`src/rtl/seq_addsub_if.sv`:
```
// Operand/result handshake bundle for seq_addsub: request side (A, B, sub, cin)
// and response side (S and flags), each with its own valid/ready pair.
interface seq_addsub_if #(
  parameter int WIDTH = 16
);
  logic             in_valid;
  logic             in_ready;
  logic [WIDTH-1:0] A;
  logic [WIDTH-1:0] B;
  logic             sub;
  logic             cin;
  logic             out_valid;
  logic             out_ready;
  logic [WIDTH-1:0] S;
  logic             cout;
  logic             ovfl;
  logic             zero;

  modport master (
    output in_valid, A, B, sub, cin, out_ready,
    input  in_ready, out_valid, S, cout, ovfl, zero
  );

  modport slave (
    input  in_valid, A, B, sub, cin, out_ready,
    output in_ready, out_valid, S, cout, ovfl, zero
  );
endinterface

```
`src/rtl/seq_addsub.sv`:
```
// Multi-cycle WIDTH-bit adder/subtractor: one CHUNK-bit carry slice per clock,
// so the combinational carry path never exceeds CHUNK bits.
module seq_addsub #(
  parameter int WIDTH = 16,
  parameter int CHUNK = 4
) (
  input  logic         clk,
  input  logic         rst_n,
  input  logic         clr,
  seq_addsub_if.slave  bus
);

  localparam int N     = WIDTH / CHUNK;
  localparam int IDX_W = (N > 1) ? $clog2(N) : 1;
  localparam logic [IDX_W-1:0] LAST = IDX_W'(N - 1);

  typedef enum logic [1:0] {IDLE, RUN, DONE} state_t;

  state_t             state, state_nxt;
  logic [WIDTH-1:0]   a_q, b_q;
  logic [WIDTH-1:0]   s_q, s_next;
  logic               cout_q, ovfl_q, zero_q;
  logic               carry;
  logic [IDX_W-1:0]   idx;
  logic [CHUNK-1:0]   a_sl, b_sl;
  logic [CHUNK:0]     sum_sl;
  logic               ovfl_next;
  logic               accept, step, last;

  function automatic logic [CHUNK:0] slice_add(input logic [CHUNK-1:0] a,
                                                input logic [CHUNK-1:0] b,
                                                input logic             c);
    return {1'b0, a} + {1'b0, b} + {{CHUNK{1'b0}}, c};
  endfunction

  assign accept = (state == IDLE) && bus.in_valid && !clr;
  assign step   = (state == RUN) && !clr;
  assign last   = (idx == LAST);

  always_comb begin
    a_sl   = a_q[idx*CHUNK +: CHUNK];
    b_sl   = b_q[idx*CHUNK +: CHUNK];
    sum_sl = slice_add(a_sl, b_sl, carry);
    s_next = s_q;
    s_next[idx*CHUNK +: CHUNK] = sum_sl[CHUNK-1:0];
    // a^b^s at the MSB recovers the carry into it; XOR with carry out gives overflow
    ovfl_next = a_q[WIDTH-1] ^ b_q[WIDTH-1] ^ s_next[WIDTH-1] ^ sum_sl[CHUNK];
  end

  always_ff @(posedge clk or negedge rst_n) begin
    if (!rst_n) state <= IDLE;
    else        state <= state_nxt;
  end

  always_comb begin
    state_nxt     = state;
    bus.in_ready  = 1'b0;
    bus.out_valid = 1'b0;
    case (state)
      IDLE: begin
        bus.in_ready = 1'b1;
        if (bus.in_valid) state_nxt = RUN;
      end
      RUN:  if (last) state_nxt = DONE;
      DONE: begin
        bus.out_valid = 1'b1;
        if (bus.out_ready) state_nxt = IDLE;
      end
      default: state_nxt = IDLE;
    endcase
    if (clr) state_nxt = IDLE;
  end

  // Operands are only read while RUN, after a capture, so they need no reset.
  always_ff @(posedge clk) begin
    if (accept) begin
      a_q <= bus.A;
      b_q <= bus.B ^ {WIDTH{bus.sub}};
    end
  end

  always_ff @(posedge clk or negedge rst_n) begin
    if (!rst_n) begin
      s_q    <= '0;
      cout_q <= 1'b0;
      ovfl_q <= 1'b0;
      zero_q <= 1'b0;
      carry  <= 1'b0;
      idx    <= '0;
    end else if (accept) begin
      carry <= bus.cin ^ bus.sub;
      idx   <= '0;
    end else if (step) begin
      s_q   <= s_next;
      carry <= sum_sl[CHUNK];
      if (last) begin
        idx    <= '0;
        cout_q <= sum_sl[CHUNK];
        ovfl_q <= ovfl_next;
        zero_q <= (s_next == '0);
      end else begin
        idx <= idx + IDX_W'(1);
      end
    end
  end

  assign bus.S    = s_q;
  assign bus.cout = cout_q;
  assign bus.ovfl = ovfl_q;
  assign bus.zero = zero_q;

endmodule

```
`src/flat_wrapper.sv`:
```
// flat-port wrapper written by rule: the top's interface ports become plain ports
module seq_addsub_flat 
#(
  parameter int WIDTH = 16,
  parameter int CHUNK = 4
)
  (clk, rst_n, clr, bus_in_valid, bus_A, bus_B, bus_sub, bus_cin, bus_out_ready, bus_in_ready, bus_out_valid, bus_S, bus_cout, bus_ovfl, bus_zero);
  seq_addsub_if #(.WIDTH(WIDTH)) bus_i ();
  input  logic clk;
  input  logic rst_n;
  input  logic clr;
  input wire logic [$bits(bus_i.in_valid)-1:0] bus_in_valid;
  input wire logic [$bits(bus_i.A)-1:0] bus_A;
  input wire logic [$bits(bus_i.B)-1:0] bus_B;
  input wire logic [$bits(bus_i.sub)-1:0] bus_sub;
  input wire logic [$bits(bus_i.cin)-1:0] bus_cin;
  input wire logic [$bits(bus_i.out_ready)-1:0] bus_out_ready;
  output wire logic [$bits(bus_i.in_ready)-1:0] bus_in_ready;
  output wire logic [$bits(bus_i.out_valid)-1:0] bus_out_valid;
  output wire logic [$bits(bus_i.S)-1:0] bus_S;
  output wire logic [$bits(bus_i.cout)-1:0] bus_cout;
  output wire logic [$bits(bus_i.ovfl)-1:0] bus_ovfl;
  output wire logic [$bits(bus_i.zero)-1:0] bus_zero;
  assign bus_i.in_valid = bus_in_valid;
  assign bus_i.A = bus_A;
  assign bus_i.B = bus_B;
  assign bus_i.sub = bus_sub;
  assign bus_i.cin = bus_cin;
  assign bus_i.out_ready = bus_out_ready;
  assign bus_in_ready = bus_i.in_ready;
  assign bus_out_valid = bus_i.out_valid;
  assign bus_S = bus_i.S;
  assign bus_cout = bus_i.cout;
  assign bus_ovfl = bus_i.ovfl;
  assign bus_zero = bus_i.zero;
  seq_addsub #(.WIDTH(WIDTH), .CHUNK(CHUNK)) u_core (.clk(clk), .rst_n(rst_n), .clr(clr), .bus(bus_i));
endmodule
```
`config.mk`:
```
export PLATFORM = sky130hd
export DESIGN_NAME = seq_addsub_flat
export DESIGN_NICKNAME = d
export VERILOG_FILES = /design/src/rtl/seq_addsub_if.sv /design/src/rtl/seq_addsub.sv /design/src/flat_wrapper.sv
export SDC_FILE = /design/constraint.sdc
export NUM_CORES = 1
export LEC_CHECK = 0
export BUFFER_PORTS_ARGS = -buffer_cell sky130_fd_sc_hd__buf_2
export CAP_MARGIN = 10
export CORE_MARGIN = 2
export CORE_UTILIZATION = 50
export DETAILED_ROUTE_END_ITERATION = 10
export HOLD_SLACK_MARGIN = 0.15
export PLACE_DENSITY = 0.79
export SYNTH_ARGS = -nofsm -noshare
export SYNTH_HDL_FRONTEND = slang
export SYNTH_SLANG_ARGS = --single-unit
```
`constraint.sdc`:
```
create_clock -name clk -period 9.15 [get_ports clk]
set_clock_uncertainty 0.05 [all_clocks]
set_input_delay 0.4575 -clock clk [delete_from_list [all_inputs] [get_ports clk]]
set_output_delay 0.4575 -clock clk [all_outputs]
set_load 0.1 [all_outputs]
```
==> results of run 1 <==
layout make-up:
cell class | instances | area [µm²] | area share [%]
Inverter | 8 | 30.03 | 0.9125
Clock buffer | 5 | 68.82 | 2.091
Sequential cell | 56 | 1562 | 47.45
Timing Repair Buffer | 61 | 332.8 | 10.11
Multi-Input combinational cell | 146 | 1161 | 35.29
Clock inverter | 3 | 46.29 | 1.407
Tap cell | 72 | 90.09 | 2.738
path summary, 6_finish.rpt:
check,cells past startpoint,from,end
max in group asynchronous,2,rst_n,u_core.carry
min,1,bus_A[15],u_core.a_q[15]
min in group asynchronous,2,rst_n,u_core.bus.S[11]
max,8,u_core.idx[0],u_core.bus.zero
max reg2reg,8,u_core.idx[0],u_core.bus.zero
min reg2reg,2,u_core.bus.ovfl,u_core.bus.ovfl
registers in the layout (all words and copies together), names as in the netlist:
name             count
u_core.a_q          16
u_core.bus.S        16
u_core.bus.cout      1
u_core.b_q          16
u_core.idx           2
u_core.state         2
u_core.bus.zero      1
u_core.carry         1
u_core.bus.ovfl      1
through the flow:
| step | utilization [%] | instance area (µm²) |
|---|---|---|
| floorplan | - | 2793 |
| global placement | 57.69 | 3138 |
| detailed placement | 57.69 | 3138 |
| CTS | 60.00 | 3263 |
| global route | 60.50 | 3291 |
| finish | 60.50 | 3291 |
critical path, delay by kind of cell (launching register included):
family	cells	cell delay, ps
DFF	1	970
adders and majority gates	2	730
muxes	1	620
buffers and inverters	1	90
and+or+nand+nor	2	510
AOI/OAI and AO/OA	2	370
layer usage:
layer / part of all wire, % / wire (µm) / vias to the layer above
met2: 46 / 2276 / 71
met1: 45 / 2250 / 881
li1: - / - / 914
met3: 6.7 / 329 / 9
met5: 0 / 0 / -
met4: 1.8 / 89 / 0
timing repair:
item                                    CTS  global route
setup buffers                             0             0
hold buffers                              1             0
endpoints found under the hold margin    24             0
endpoints found under the setup margin    0             0
gates resized for setup                   0             0
kinds of logic (layout without fill, tap and decap cells):
group	after synthesis	in the layout	share of synthesized area (%)
AO/OA/AOI/OAI	38	38	9.991
XOR/XNOR	22	22	6.900
adder cells (fa/ha/maj)	11	11	5.466
buffers and inverters	15	77	2.509
flip-flops	56	56	55.91
multiplexers	12	12	7.930
AND/OR/NAND/NOR	63	63	11.29
cells in the final DEF, fill, tap and decap left out, types with 2 or more instances in the layout:
cell       count
buf_2         59
edfxtp_1      32
nand2_1       27
dfrtp_1       24
xor2_1        19
o21ai_0       10
a21oi_1       10
nor2_1         9
ha_1           9
mux4_2         8
inv_1          8
o31ai_1        8
nand3b_1       7
clkbuf_8       5
nor3_1         4
xnor2_1        3
mux2i_1        3
nor2b_1        2
nand2b_1       2
nor3b_1        2
nand3_1        2
a2111oi_4      2
o21ai_1        2
fa_1           2
power groups by stage:
| stage | combinational, µW | clock (µW) | sequential, µW |
|---|---|---|---|
| 6_report | 443 | 164 | 338 |
| 3_5_place_dp | 439 | 0 | 345 |
| 3_3_place_gp | 433 | 0 | 343 |
| 4_1_cts | 442 | 168 | 339 |
| 5_1_grt | 476 | 179 | 344 |
| 2_1_floorplan | 241 | 0 | 456 |
==> results.ini, run 1 <==
[run_status]
status=completed

[synth]
synth_top_area_share_pct=34.41
netlist_area_mm2=0.002793
async_flop_share_pct=42.86
synth_flop_cell=edfxtp_1
yosysMostFrequentCell=edfxtp_1
synth.largest_area_cell=edfxtp_1
seq_area_frac_synth_pct=55.91
yosysWarnings=0
ys_seq_elements=56
ys_types=41
synth_nets=267
syn-instance-count=217
yosys-top-cells-count=32 x edfxtp_1, 27 x nand2_1, 24 x dfrtp_1, 19 x xor2_1
synth-edff-count=32
avgSynthCellArea_um2=12.87
yosys-top-cells-area=edfxtp_1 34%, dfrtp_1 22%, mux4_2 6.5%

[setup_path]
cp.required_ps=9320
slowest_stage=dfrtp_1
worstPathArrival_ps=3610
cpPeakStageDelay_ps=970
cp-start-kind=flip-flop
worst_path_most_repeated_cell=fa_1
reg2reg_slack_ps=5700
crit_type=flip-flop to flip-flop
path_cells=mux4_2 > fa_1 > inv_1 > fa_1 > nand3b_1 > o21ai_0 > or3_1 > o41ai_1
critPathCaptureType=flip-flop
crit_fanout=22

[floorplan]
initial_core_util_pct=51.35
die_x_um=78.74
die_area_mm2=0.006199
die_y_um=78.74
ios=60
row_count=27
core_mm2=0.005439

[timing]
fin_hold_ws_ps=260.6
fin_crit_sh_pct=37.67
max_slew_margin_pct=37.66
min_period_ps=3447
finalHoldViolations=0
tightestPinTransition_ps=935.0
setup_viol=0
fin_ws_ps=5703
final_max_slew_viol_count=0
fin_setup_tns_ps=0
max_freq_mhz=290.1
rsz0062_at_grt=false

[run]
cap_violations=0

[power_and_ir_drop]
power_density_mw_per_mm2=287.2
switching_share_pct=44.99
p_seq_share_pct=35.8
clkPwrFrac_pct=17.3
fin_total_pwr_uw=945.0
switchingPower_uw=425.1
intPower_uw=519.9
power_leakage_uw=0.001380
p_comb_share_pct=46.9
vdd_ir_drop_max_uv=225.0

[global_routing]
grt_pass1_wl_mm=8.314
grt_pass1_vias=1830
met2_usage_pct=26.75
grt_util_all_layers_pct=17.16
antenna_found_initial=0
grt-ovfl-total=0
use_met1_pct=23.70
grt_use_met3_pct=4.091
grt_max_degree=35
grt.busiest_layer=met2

[cells_and_area]
nets=328
stdcell_count=351
area_delta_synth_final_pct=17.83
drive_above_1_share_pct=29.39
n_fill_cell=425
diodes=0

[drt]
finalWirelength_mm=4.946
drtPass1Iterations=4
via_count=1875
drtIter0Drc=84
ant_nets=0
vias_per_cell=5.342
wl_per_cell_um=14.09
drc=0

[min_path]
hold_class=primary input to flip-flop

[clock_tree]
max-clock-path-buffers=2
cts_tree=yes
clk_pin_slew_ps=100
cts_buffers=5
clk_latency_ps=310
ctsRootBufferMaster=clkbuf_8
h-tree-depth=2
cts_num_sinks=56

[place]
hpwl_mm=3.672
dp_cells=341
port_buffers=59
post-place-ws_ps=5697
place_congestion=0.8257

Note: power is estimated with default switching activity, not from simulation.
==> run 2, diff against run 1 <==
- ABC_AREA: not set -> 1
- clock period: 9.15 -> 3.4 ns (I/O delays scaled with it)
==> run 2 against run 1 <==
Net effect: die area increased by 5.0%; register-to-register slack lost 5200 ps; clock power up 140%; non-clock buffer count rose by 37; critical path type unchanged; highest routed layer unchanged; clock-buffer cell count up 1; setup slack got worse by 5200 ps; final cell count up 38%.
==> results.ini, run 2 <==
[setup_path]
path_cells=inv_1 > o21ai_0 > o22ai_1 > fa_1 > inv_1 > fa_1 > nor2_1 > nand3_1 > nand2_1 > nor2_1 > nand2_1 > nor2_1 > nand2_1 > nor2_1 > nand3_1 > nand2_1
crit_type=flip-flop to flip-flop
cpPeakStageDelay_ps=510  ; -460 ps
reg2reg_slack_ps=530  ; -5170 ps
timing.rr.end=u_core.bus.zero
worstPathArrival_ps=3030  ; -580 ps
crit_buf_inv=2  ; +1
path_depth=16  ; +8
crit_fanout=14  ; -36%
critPathCaptureType=flip-flop
regToRegStartpoint=u_core.idx[1]
worst_r2r_path_depth=16  ; +8
critical_path.endpoint=u_core.bus.zero
cp-start-kind=flip-flop
setup.worst_path.start=u_core.idx[1]
crit_family=adder cells
slowest_stage=dfrtp_1
cp.required_ps=3560  ; -5760 ps

[timing]
min_period_ps=2870  ; -577.0 ps
final_max_slew_viol_count=0  ; unchanged
tightestPinTransition_ps=543.3  ; -391.8 ps
rsz0062_at_grt=false
finalHoldViolations=0  ; unchanged
fin_ws_ps=530.4  ; -5173 ps
fin_setup_tns_ps=0  ; unchanged
setup_viol=0  ; unchanged
max_freq_mhz=348.5  ; +20%
fin_crit_sh_pct=84.40  ; +47 points
max_slew_margin_pct=63.78  ; +26 points

[clock_tree]
ctsRootBufferMaster=clkbuf_8
h-tree-depth=2  ; unchanged
clk_pin_slew_ps=110  ; about the same
ctsResizeCount=0  ; unchanged
cts_tree=yes
cts_hold_buf=35  ; +34
clk_latency_ps=320  ; about the same
cts_num_sinks=56  ; unchanged
max-clock-path-buffers=2  ; unchanged
post_cts.repair.setup_buffers=0  ; unchanged
cts_buffers=5  ; unchanged

[drt]
vias_per_cell=4.920  ; -7.9%
wl_per_cell_um=13.40  ; -4.9%
via_count=2391  ; +28%
ant_nets=0  ; unchanged
drtPass1Iterations=4  ; unchanged
drc=0  ; unchanged
finalWirelength_mm=6.512  ; +32%
drtIter0Drc=127  ; +51%

[synth]
yosysMostFrequentCell=nand2_1
seq_area_frac_synth_pct=53.13  ; -2.8 points
synth_top_area_share_pct=32.69  ; -1.7 points
ys_seq_elements=56  ; unchanged
yosys-top-cells-area=edfxtp_1 33%, dfrtp_1 20%, nand2_1 11%
avgSynthCellArea_um2=9.242  ; -28%
synth-edff-count=32  ; unchanged
synth.largest_area_cell=edfxtp_1
yosysWarnings=0  ; unchanged
syn-instance-count=318  ; +47%
async_flop_share_pct=42.86  ; unchanged
netlist_area_mm2=0.002939  ; +5.2%
synth_nets=368  ; +38%
ys_types=31  ; -24%
yosys-top-cells-count=86 x nand2_1, 32 x edfxtp_1, 29 x inv_1, 29 x nor2_1
synth_flop_cell=edfxtp_1

[cells_and_area]
diodes=0  ; unchanged
drive_above_1_share_pct=21.98  ; -7.4 points
area_delta_synth_final_pct=27.71
n_fill_cell=450  ; +5.9%
utilization_pct=66.93  ; +6.4 points
multi_input_area_mm2=0.001202  ; +3.6%
seq_area_mm2=0.001562  ; unchanged
layout_common_cells=86 x nand2_1, 59 x buf_2, 35 x dlygate4sd3_1
nets=463  ; +41%
mostFrequentLayoutCell=nand2_1

[power_and_ir_drop]
clkPwrFrac_pct=11.6  ; -5.7 points
switchingPower_uw=1810  ; +330%
p_seq_share_pct=27.9  ; -7.9 points
power_density_mw_per_mm2=900.4  ; +210%
p_comb_share_pct=60.6  ; +14 points
intPower_uw=1570  ; +200%
power_leakage_uw=0.001822  ; +32%
switching_share_pct=53.56  ; +8.6 points
vdd_ir_drop_max_uv=587.3  ; +160%

[place]
hpwl_mm=4.445  ; +21%
place_congestion=0.9142  ; +11%
port_buffers=59  ; unchanged
post-place-ws_ps=606.0  ; -5091 ps

[floorplan]
ios=60  ; unchanged
die_area_mm2=0.006508  ; +5.0%
row_count=27  ; unchanged
core_mm2=0.005608  ; +3.1%
die_x_um=80.67  ; +2.5%
initial_core_util_pct=52.41  ; +1.1 points
die_y_um=80.67  ; +2.5%

[global_routing]
grt_pass1_wl_mm=11.30  ; +36%
grt-ovfl-total=0  ; unchanged
grt_pass1_vias=2448  ; +34%
grt_max_degree=34  ; -2.9%
grt_util_all_layers_pct=22.55  ; +5.4 points
antenna_found_initial=0  ; unchanged

[run]
cap_violations=0  ; unchanged

[run_status]
status=completed

[min_path]
hold_class=primary input to flip-flop

run 2: power by group through the flow:
stage | clock network [µW] | logic [µW] | registers [µW]
6_report | 391 | 2050 | 942
5_1_grt | 435 | 2270 | 964
4_1_cts | 405 | 2050 | 942
3_5_place_dp | 0 | 2010 | 957
3_3_place_gp | 0 | 1980 | 948
2_1_floorplan | 0 | 1090 | 1510
run 2: how the worst min path moves through the flow:
stage               slack (ps)    startpoint               to  cells after the start
floorplan                 -180         rst_n  u_core.bus.S[0]                      0
global placement           130         rst_n  u_core.bus.S[2]                      1
detailed placement         140         rst_n  u_core.bus.S[1]                      1
CTS                        150  bus_in_valid  u_core.state[0]                      3
global route               190  bus_in_valid  u_core.state[0]                      3
finish                     170  bus_in_valid  u_core.state[0]                      3
run 2: cell families after synthesis:
kind of cell,count (synthesis),share of synthesized area (%)
simple gates,147,21.97
compound gates,43,8.387
xor+xnor,18,5.364
buf+inv,43,5.959
flops,56,53.13
fa+ha+maj,11,5.194
run 2: worst min-delay path, stage by stage:
cell	delay, ps
buf_2	70
nand3_1	140
o21ai_0	110
run 2: layer usage:
layer | share of wire (%) | GRT usage (%) | vias to the layer above
met5 | 0 | 0 | -
met4 | 1.3 | 5.763 | 0
met3 | 3.7 | 4.494 | 10
met2 | 50 | 39.75 | 55
met1 | 45 | 28.28 | 1104
li1 | - | - | 1222
run 2: cell type report:
cell class | instances | share of cell area, %
well taps | 72 | 2.400
inverters | 33 | 3.300
multi-input cells | 219 | 32.03
clock inverters | 2 | 0.4667
clock buffers | 6 | 2.200
flip-flops and latches | 56 | 41.60
repair buffers | 98 | 18.00
run 2: metrics by stage:
step	hold WS (ps)	cell area [µm²]	std cells	power, µW
detailed placement	135.8	3303	443	2967
CTS	151.7	3754	486	3398
global route	187.6	3754	486	3667
global placement	128.6	3303	443	2933
floorplan	-175.6	2939	318	2593
finish	167.9	3754	486	3380
